===== config.mk =====
export PLATFORM = sky130hd
export DESIGN_NAME = staff_grid_gen
export DESIGN_NICKNAME = d
export VERILOG_FILES = /design/src/rtl/staff_grid_gen.sv
export SDC_FILE = /design/constraint.sdc
export NUM_CORES = 1
export LEC_CHECK = 0
export BUFFER_PORTS_ARGS = -buffer_cell sky130_fd_sc_hd__buf_2
export CELL_PAD_IN_SITES_DETAIL_PLACEMENT = 0
export CELL_PAD_IN_SITES_GLOBAL_PLACEMENT = 1
export CORE_MARGIN = 1.5
export CORE_UTILIZATION = 45
export CTS_CLUSTER_DIAMETER = 200
export CTS_CLUSTER_SIZE = 16
export DETAILED_ROUTE_END_ITERATION = 7
export PLACE_DENSITY = 0.84
export SYNTH_ARGS = -nofsm -noshare
export SYNTH_HDL_FRONTEND = slang
export SYNTH_SLANG_ARGS = --single-unit

===== constraint.sdc =====
create_clock -name clk -period 6.1 [get_ports clk]
set_input_delay 0.61 -clock clk [delete_from_list [all_inputs] [get_ports clk]]
set_output_delay 0.61 -clock clk [all_outputs]
set_load 0.01 [all_outputs]

===== src/rtl/staff_grid_gen.sv =====
// rtl/staff_grid_gen.sv - parametrised staff-line painter with row FSM, highlight mask and registered RGB.
// Optional bar lines under STAFF_GRID_BEAT_MARKS_EN.
module staff_grid_gen #(
  parameter int N_LINES = 7,
  parameter int LINE_TOP = 96,
  parameter int LINE_PITCH = 32,
  parameter int LINE_THICK = 2,
  parameter int X_W = 12,
  parameter int Y_W = 11,
  parameter logic [3:0] FG_COLOR = 4'h0,
  parameter logic [3:0] BG_COLOR = 4'hF,
  parameter logic [3:0] HL_COLOR = 4'h8
`ifdef STAFF_GRID_BEAT_MARKS_EN
  ,
  parameter int BEAT_LEFT = 64,
  parameter int BEAT_PITCH = 128
`endif
) (
  input  logic               clk,
  input  logic               reset_n,
  input  logic [X_W-1:0]     x,
  input  logic [Y_W-1:0]     y,
  input  logic               pix_valid,
  input  logic               hl_valid,
  output logic               hl_ready,
  input  logic [N_LINES-1:0] hl_mask,
  output logic [3:0]         vga_r,
  output logic [3:0]         vga_g,
  output logic [3:0]         vga_b,
  output logic               vga_valid,
  output logic [3:0]         line_idx
);

  localparam int PH_W = $clog2(LINE_PITCH + 1);

  typedef enum logic [1:0] {ABOVE, LINE, GAP, BELOW} row_state_t;

  row_state_t         state, state_nx;
  logic [PH_W-1:0]    phase, phase_nx;
  logic [3:0]         k, k_nx;
  logic [Y_W-1:0]     y_prev;
  logic [N_LINES-1:0] shadow, active, active_nx;
  logic [15:0]        mask_pad;
  logic               new_row, frame_start, hl_xfer, in_staff, beat_bar;
  logic [3:0]         color, idx;

  assign new_row     = (y != y_prev);
  assign frame_start = (y == '0) && (y_prev != '0);
  assign hl_xfer     = hl_valid && hl_ready;
  assign active_nx   = frame_start ? shadow : active;

  // Row 0 always restarts the walk, so a wrap mid-FSM or LINE_TOP=0 needs no special case.
  always_comb begin
    state_nx = state;
    phase_nx = phase;
    k_nx     = k;
    if (y == '0) begin
      state_nx = (y == Y_W'(LINE_TOP)) ? LINE : ABOVE;
      phase_nx = '0;
      k_nx     = '0;
    end else if (new_row) begin
      case (state)
        ABOVE: begin
          if (y == Y_W'(LINE_TOP)) begin
            state_nx = LINE;
            phase_nx = '0;
            k_nx     = '0;
          end
        end
        LINE: begin
          phase_nx = phase + PH_W'(1);
          if (phase == PH_W'(LINE_THICK - 1)) state_nx = GAP;
        end
        GAP: begin
          if (phase == PH_W'(LINE_PITCH - 1)) begin
            if (k == 4'(N_LINES - 1)) begin
              state_nx = BELOW;
            end else begin
              k_nx     = k + 4'd1;
              phase_nx = '0;
              state_nx = LINE;
            end
          end else begin
            phase_nx = phase + PH_W'(1);
          end
        end
        default: state_nx = BELOW;
      endcase
    end
  end

  assign in_staff = (state_nx == LINE) || ((state_nx == GAP) && (k_nx != 4'(N_LINES - 1)));

`ifdef STAFF_GRID_BEAT_MARKS_EN
  localparam int BC_W = $clog2(BEAT_PITCH);
  logic [BC_W-1:0] col_cnt, col_cur;

  always_comb begin
    col_cur = col_cnt + BC_W'(1);
    if (x == X_W'(BEAT_LEFT) || col_cnt == BC_W'(BEAT_PITCH - 1)) col_cur = '0;
  end

  always_ff @(posedge clk or negedge reset_n) begin
    if (!reset_n) col_cnt <= '0;
    else          col_cnt <= col_cur;
  end

  assign beat_bar = in_staff && (col_cur == '0);
`else
  logic unused_x;
  assign unused_x = ^{x, in_staff};
  assign beat_bar = 1'b0;
`endif

  always_comb begin
    mask_pad = '0;
    mask_pad[N_LINES-1:0] = active_nx;
    color = BG_COLOR;
    idx   = 4'hF;
    if (pix_valid) begin
      if (state_nx == LINE) begin
        color = mask_pad[k_nx] ? HL_COLOR : FG_COLOR;
        idx   = k_nx;
      end else if (beat_bar) begin
        color = FG_COLOR;
      end
    end
  end

  always_ff @(posedge clk or negedge reset_n) begin
    if (!reset_n) begin
      y_prev    <= '1;
      state     <= ABOVE;
      phase     <= '0;
      k         <= '0;
      shadow    <= '0;
      active    <= '0;
      hl_ready  <= 1'b1;
      vga_r     <= BG_COLOR;
      vga_g     <= BG_COLOR;
      vga_b     <= BG_COLOR;
      vga_valid <= 1'b0;
      line_idx  <= 4'hF;
    end else begin
      y_prev <= y;
      state  <= state_nx;
      phase  <= phase_nx;
      k      <= k_nx;
      if (hl_xfer) shadow <= hl_mask;
      // A transfer coinciding with the frame copy keeps ready low until the following frame.
      if (hl_xfer)          hl_ready <= 1'b0;
      else if (frame_start) hl_ready <= 1'b1;
      if (frame_start) active <= shadow;
      vga_r     <= color;
      vga_g     <= color;
      vga_b     <= color;
      vga_valid <= pix_valid;
      line_idx  <= idx;
    end
  end

endmodule


Yosys cells after proc, flatten, opt, wreduce, memory -nomap -nowiden
Cells that the tools add are included.

word-level totals
  input bits = 34
  bits in registers = 47
  output and inout bits = 18
  word-level logic and storage cells = 62

cells by class
  multiplexer cells = 30
  equal/unequal tests = 10
  $lt $le $gt $ge = 1
  add/subtract/negate cells = 2
  reductions and logical operators = 9

operators with widths
  operator                                                                      number
  4-bit 2-to-1 mux                                                              10
  6-bit 2-to-1 mux                                                              5
  6-bit case mux with 3 select lines                                            1
  2-bit 2-to-1 mux                                                              6
  11-bit by 7-bit equality test with 1-bit output, second input constant        1
  11-bit zero test                                                              1
  11-bit inequality test                                                        1
  11-bit nonzero test                                                           1
  4-bit case mux with 2 select lines                                            1
  7-bit 2-to-1 mux                                                              1
  6-bit by 1-bit adder with 6-bit output, second input constant                 1
  6-bit by 1-bit equality test with 1-bit output, second input constant         1
  6-bit by 5-bit equality test with 1-bit output, second input constant         1
  2-bit case mux with 3 select lines                                            1
  4-bit by 5-bit less-than comparator with 1-bit output, second input constant  1
  4-bit by 1-bit adder with 4-bit output, second input constant                 1
  1-bit binary-select mux with 4-bit select                                     1
  2-bit by 1-bit equality test with 1-bit output, second input constant         2
  4-bit by 3-bit equality test with 1-bit output, second input constant         1
  1-bit 2-to-1 mux                                                              4
  4-bit inequality test, second input constant                                  1
  4-bit AND reduction                                                           1
  2-bit nonzero test                                                            2
  4-bit nonzero test                                                            1
  4 further kinds                                                               5

Longest topological paths before layout
  depth in word-level cells = 11
  gate-level depth with buffers = 10
  depth with buffers taken out = 10

Worst setup path after synthesis
OpenSTA, ideal clock, no wires.

  kind = in2reg
  from = in y[3]
  to = reg vga_b[3]
  data required time = 6014 ps
  data arrival time = 2697 ps
  path buffers = 1
  library setup time = 86 ps
  path slack = 3317 ps
  cell stages on the path = 9
  cell sequence = or4_1 > nor3_2 > and2_1 > buf_4 > o41ai_4 > mux2_2 > and3b_1 > o41a_1 > o31ai_2

on the way
  elaborated cells between the ends (all ways) = 20
  those cells by class = 3 x eq/ne; 15 x mux; 2 x reduce/logical

RTL lines
  what                                       line  text
  start: declaration                         22    input logic [Y_W-1:0] y,
  11-bit zero test                           48    assign frame_start = (y == '0) && (y_prev != '0);
  1-bit logical AND                          48
  7-bit 2-to-1 mux                           --
  named net active_nx[0]                     42    logic [N_LINES-1:0] shadow, active, active_nx;
  1-bit binary-select mux with 4-bit select  122   color = mask_pad[k_nx] ? HL_COLOR : FG_COLOR;
  1-bit 2-to-1 mux (implied by the code)     122
  4-bit 2-to-1 mux                           122
  4-bit 2-to-1 mux                           121   if (state_nx == LINE) begin
  4-bit 2-to-1 mux                           120   if (pix_valid) begin
  named net color[3]                         45    logic [3:0] color, idx;
  end signal: assignment                     156   vga_b <= color;
  end: declaration                           29    output logic [3:0] vga_b,

The timed path passes the listed nets, and every way through them passes these cells. The select of a mux whose other input is x is not followed.
A chain may end at the register's enable or synchronous reset.

Worst setup path after layout
  from = reg phase[0]
  to = reg vga_b[3]

on the way
  cells in the longest elaborated chain, start to end = 10
  elaborated cells between the ends (all ways) = 17
  those cells by class = 3 x eq/ne; 14 x mux

ends and longest elaborated chain
  what                                            line  text
  start: declaration                              39    logic [PH_W-1:0] phase, phase_nx;
  start signal: assignment                        147   phase <= phase_nx;
  6-bit by 5-bit equality test with 1-bit output  75    if (phase == PH_W'(LINE_PITCH - 1)) begin
  4-bit 2-to-1 mux                                75
  4-bit case mux with 2 select lines              62    case (state)
  4-bit 2-to-1 mux                                61    end else if (new_row) begin
  4-bit 2-to-1 mux                                57    if (y == '0) begin
  1-bit binary-select mux with 4-bit select       122
  1-bit 2-to-1 mux (implied by the code)          122
  4-bit 2-to-1 mux                                122
  4-bit 2-to-1 mux *                              121
  4-bit 2-to-1 mux *                              120
  named net color[3]                              45

Mark *: on every way through the listed nets, which the timed path passes. The rest lies on a longest branch. The select of a mux whose other input is x is not followed.

==> results.py <==
metrics = {
    "sta": {
        "worst_pin_slew_ns": 0.9829,
        "slew_violations": 0,
        "fmax_ghz": 0.3404,
        "min_period_ns": 2.937,
        "finClkSkew_ns": 0.007033,
        "rsz0062_at_grt": "false",
        "hold_viol_final": 0,
        "worst_hold_slack_ns": 0.4363,
        "finalSetupViolations": 0,
        "maxSlewHeadroom_pct": 34.47,
        "fin_setup_tns_ns": 0,
        "final.period_utilization_pct": 48.15,
    },
    "die": {
        "dieWidth_um": 74.88,
        "dieHeight_um": 74.88,
        "pin_count": 52,
        "die_area_um2": 5606,
        "rows": 25,
        "initial_core_util_pct": 47.95,
        "coreArea_um2": 4848,
    },
    "logic_synthesis": {
        "synth_edf_count": 0,
        "synth_area_um2": 2325,
        "syn_nets": 242,
        "syn_area_per_cell_um2": 11.62,
        "ys_async_sr_fraction_pct": 100.0,
        "synth_area_leader_cell": "dfrtp_1",
        "synth_flop_cell": "dfrtp_1",
        "ys_types": 54,
        "synth_top_cells_by_count": "dfrtp_1, dfstp_2, mux2_2",
        "syn_inst": 200,
        "synth_area_leaders": "dfrtp_1, dfstp_2, mux2_2",
        "yosysTopAreaCellShare_pct": 29.06,
        "synth_warnings": 0,
        "synth_seq_area_share_pct": 49.41,
        "synth_most_common_cell": "dfrtp_1",
        "synth-seq-cells": 45,
    },
    "global_route": {
        "grt_usage_pct": 16.53,
        "grt_max_degree": 46,
        "grt_pass1_vias": 1462,
        "grt_pass1_wl_mm": 6.865,
        "grt_overflow": 0,
        "antenna_found_initial": 0,
    },
    "place": {
        "postPlaceCellArea_um2": 2506,
        "place_congestion": 0.7318,
        "hpwl_mm": 3.059,
        "port_buffers": 39,
    },
    "cts": {
        "post_cts_resized": 0,
        "cts_root_buf": "clkbuf_8",
        "htree_levels": 2,
        "clock_sinks": 45,
        "clk_latency_ns": 0.29,
        "cts_setup_buffers": 0,
        "hold_buffers": 0,
        "clk_pin_slew_ns": 0.09,
        "cts_buffers": 5,
        "cts_buffer_depth": 2,
        "cts_tree": "built",
    },
    "setup_path": {
        "worstSetupPathType": "flop to flop",
        "critPathRequiredTime_ns": 6.31,
        "critPathMaxFanout": 8,
        "r2r_start": "phase[0]$_DFFE_PN0P_",
        "cp.arrival_ns": 3.15,
        "r2r_slack_ns": 3.16,
        "start_kind": "flop",
        "cp-end-kind": "flop",
        "timing.critical_path.from": "phase[0]$_DFFE_PN0P_",
    },
    "detailed_routing": {
        "num_vias": 1561,
        "ant_nets": 0,
        "routedWlPerCell_um": 14.02,
        "drt-pass1-iter-count": 4,
        "drt-initial-drc-count": 42,
        "finalWirelength_mm": 4.219,
        "remaining_drc_errors": 0,
        "vias_per_cell": 5.186,
    },
    "hold_path": {
        "hold_start": "y[9]",
        "min-delay-path-class": "input port to flop",
    },
    "finish": {
        "diodes": 0,
        "area_growth_pct": 11.95,
        "nets": 275,
        "drive_gt1_share_pct": 40.17,
        "fin_util_pct": 53.68,
        "fin_area_um2": 2603,
    },
    "power_and_ir_drop": {
        "p_per_area_nw_per_um2": 210.4,
        "p_leak_nw": 1.205,
        "peakVddDrop_v": 0.0001178,
    },
    "run": {
        "cap_violations": 0,
    },
    "status": {
        "status": "completed",
    },
}
[path summary, 6_finish.rpt]
| path | end | depth (start not counted) |
|---|---|---|
| max in group asynchronous | state[0]$_DFF_PN0_ | 1 |
| hold / removal | y_prev[9]$_DFF_PN1_ | 1 |
| setup reg to reg | vga_b[3]$_DFF_PN1_ | 9 |
| hold reg to reg | active[6]$_DFF_PN0_ | 1 |
| setup / recovery | vga_b[3]$_DFF_PN1_ | 9 |
| min in group asynchronous | phase[3]$_DFFE_PN0P_ | 1 |
[registers in the layout, summed over array words and instances, names as in the netlist]
| register | count |
|---|---|
| y_prev | 11 |
| active | 7 |
| shadow | 7 |
| phase | 6 |
| k | 4 |
| line_idx | 4 |
| state | 2 |
| vga_b | 2 |
| hl_ready | 1 |
| vga_valid | 1 |
[logic make-up after synthesis]
group / Yosys count / share of synthesized area (%)
fa+ha+maj: 8 / 4.306
compound gates: 35 / 12.11
simple gates: 62 / 16.20
flops: 45 / 49.41
xor+xnor: 11 / 4.144
mux: 16 / 8.019
buf+inv: 23 / 5.813
[report_power, final]
part / switching, mW / total [mW] / leakage [nW] / internal (mW)
clock network: 0.102 / 0.194 / 0.0512 / 0.0919
registers: 0.00667 / 0.317 / 0.561 / 0.310
logic: 0.0220 / 0.0366 / 0.593 / 0.0146
[worst max-delay path: stages, from the launching register on]
cell and delay [ns]:
dfrtp_1 0.45, ha_1 0.25, nand4_1 0.21, nor3b_2 0.47
and2_1 0.25, a21oi_1 0.11, o211ai_4 0.31, nor3b_1 0.10
o41a_1 0.46, o31ai_2 0.24
[metal layers]
metal,share of wire (%),GRT usage (%),vias to the layer above,routed length [um]
met5,0,0,-,0
met4,1.5,6.061,0,63
met3,3.9,4.418,4,165
met2,45,25.76,34,1902
met1,49,22.17,758,2088
li1,-,-,765,-
[placed cells by master, fill, tap and decap left out, drive strengths merged, types with 2 or more instances in the layout]
cell type  synthesis  final
and3b              2      2
o31ai              2      2
nand2             12     12
a31oi              2      2
a21oi              6      6
nor2              11     11
a41oi              2      2
nor3b              4      4
dfstp             18     18
clkinv             0      2
xor2              11     11
and3               5      5
a211oi             2      2
or3                3      3
or2                2      2
nor3               5      5
ha                 8      8
o211ai             2      2
dfrtp             27     27
mux2              15     15
o22ai              2      2
o21ai             10     10
nor4               6      6
nand3              3      3
and2               4      4
inv               10     10
or4                2      2
clkbuf             1      6
buf               12     39
[area by class of cell]
class / instances / area, um^2
well taps: 67 / 83.83
flip-flops and latches: 45 / 1149
multi-input cells: 132 / 1041
inverters: 10 / 37.54
clock inverters: 2 / 13.76
clock buffers: 6 / 82.58
repair buffers: 39 / 195.2
fillers: 419 / 2246
[per-stage QoR]
step	total power, mW	setup WS [ns]	instances
2_1_floorplan	0.3391	3.317	200
3_3_place_gp	0.3583	2.885	293
3_5_place_dp	0.3600	2.847	293
4_1_cts	0.5550	3.146	301
5_1_grt	0.5707	3.005	301
6_report	0.5475	3.163	301
Power figures use the tool's default switching activity.
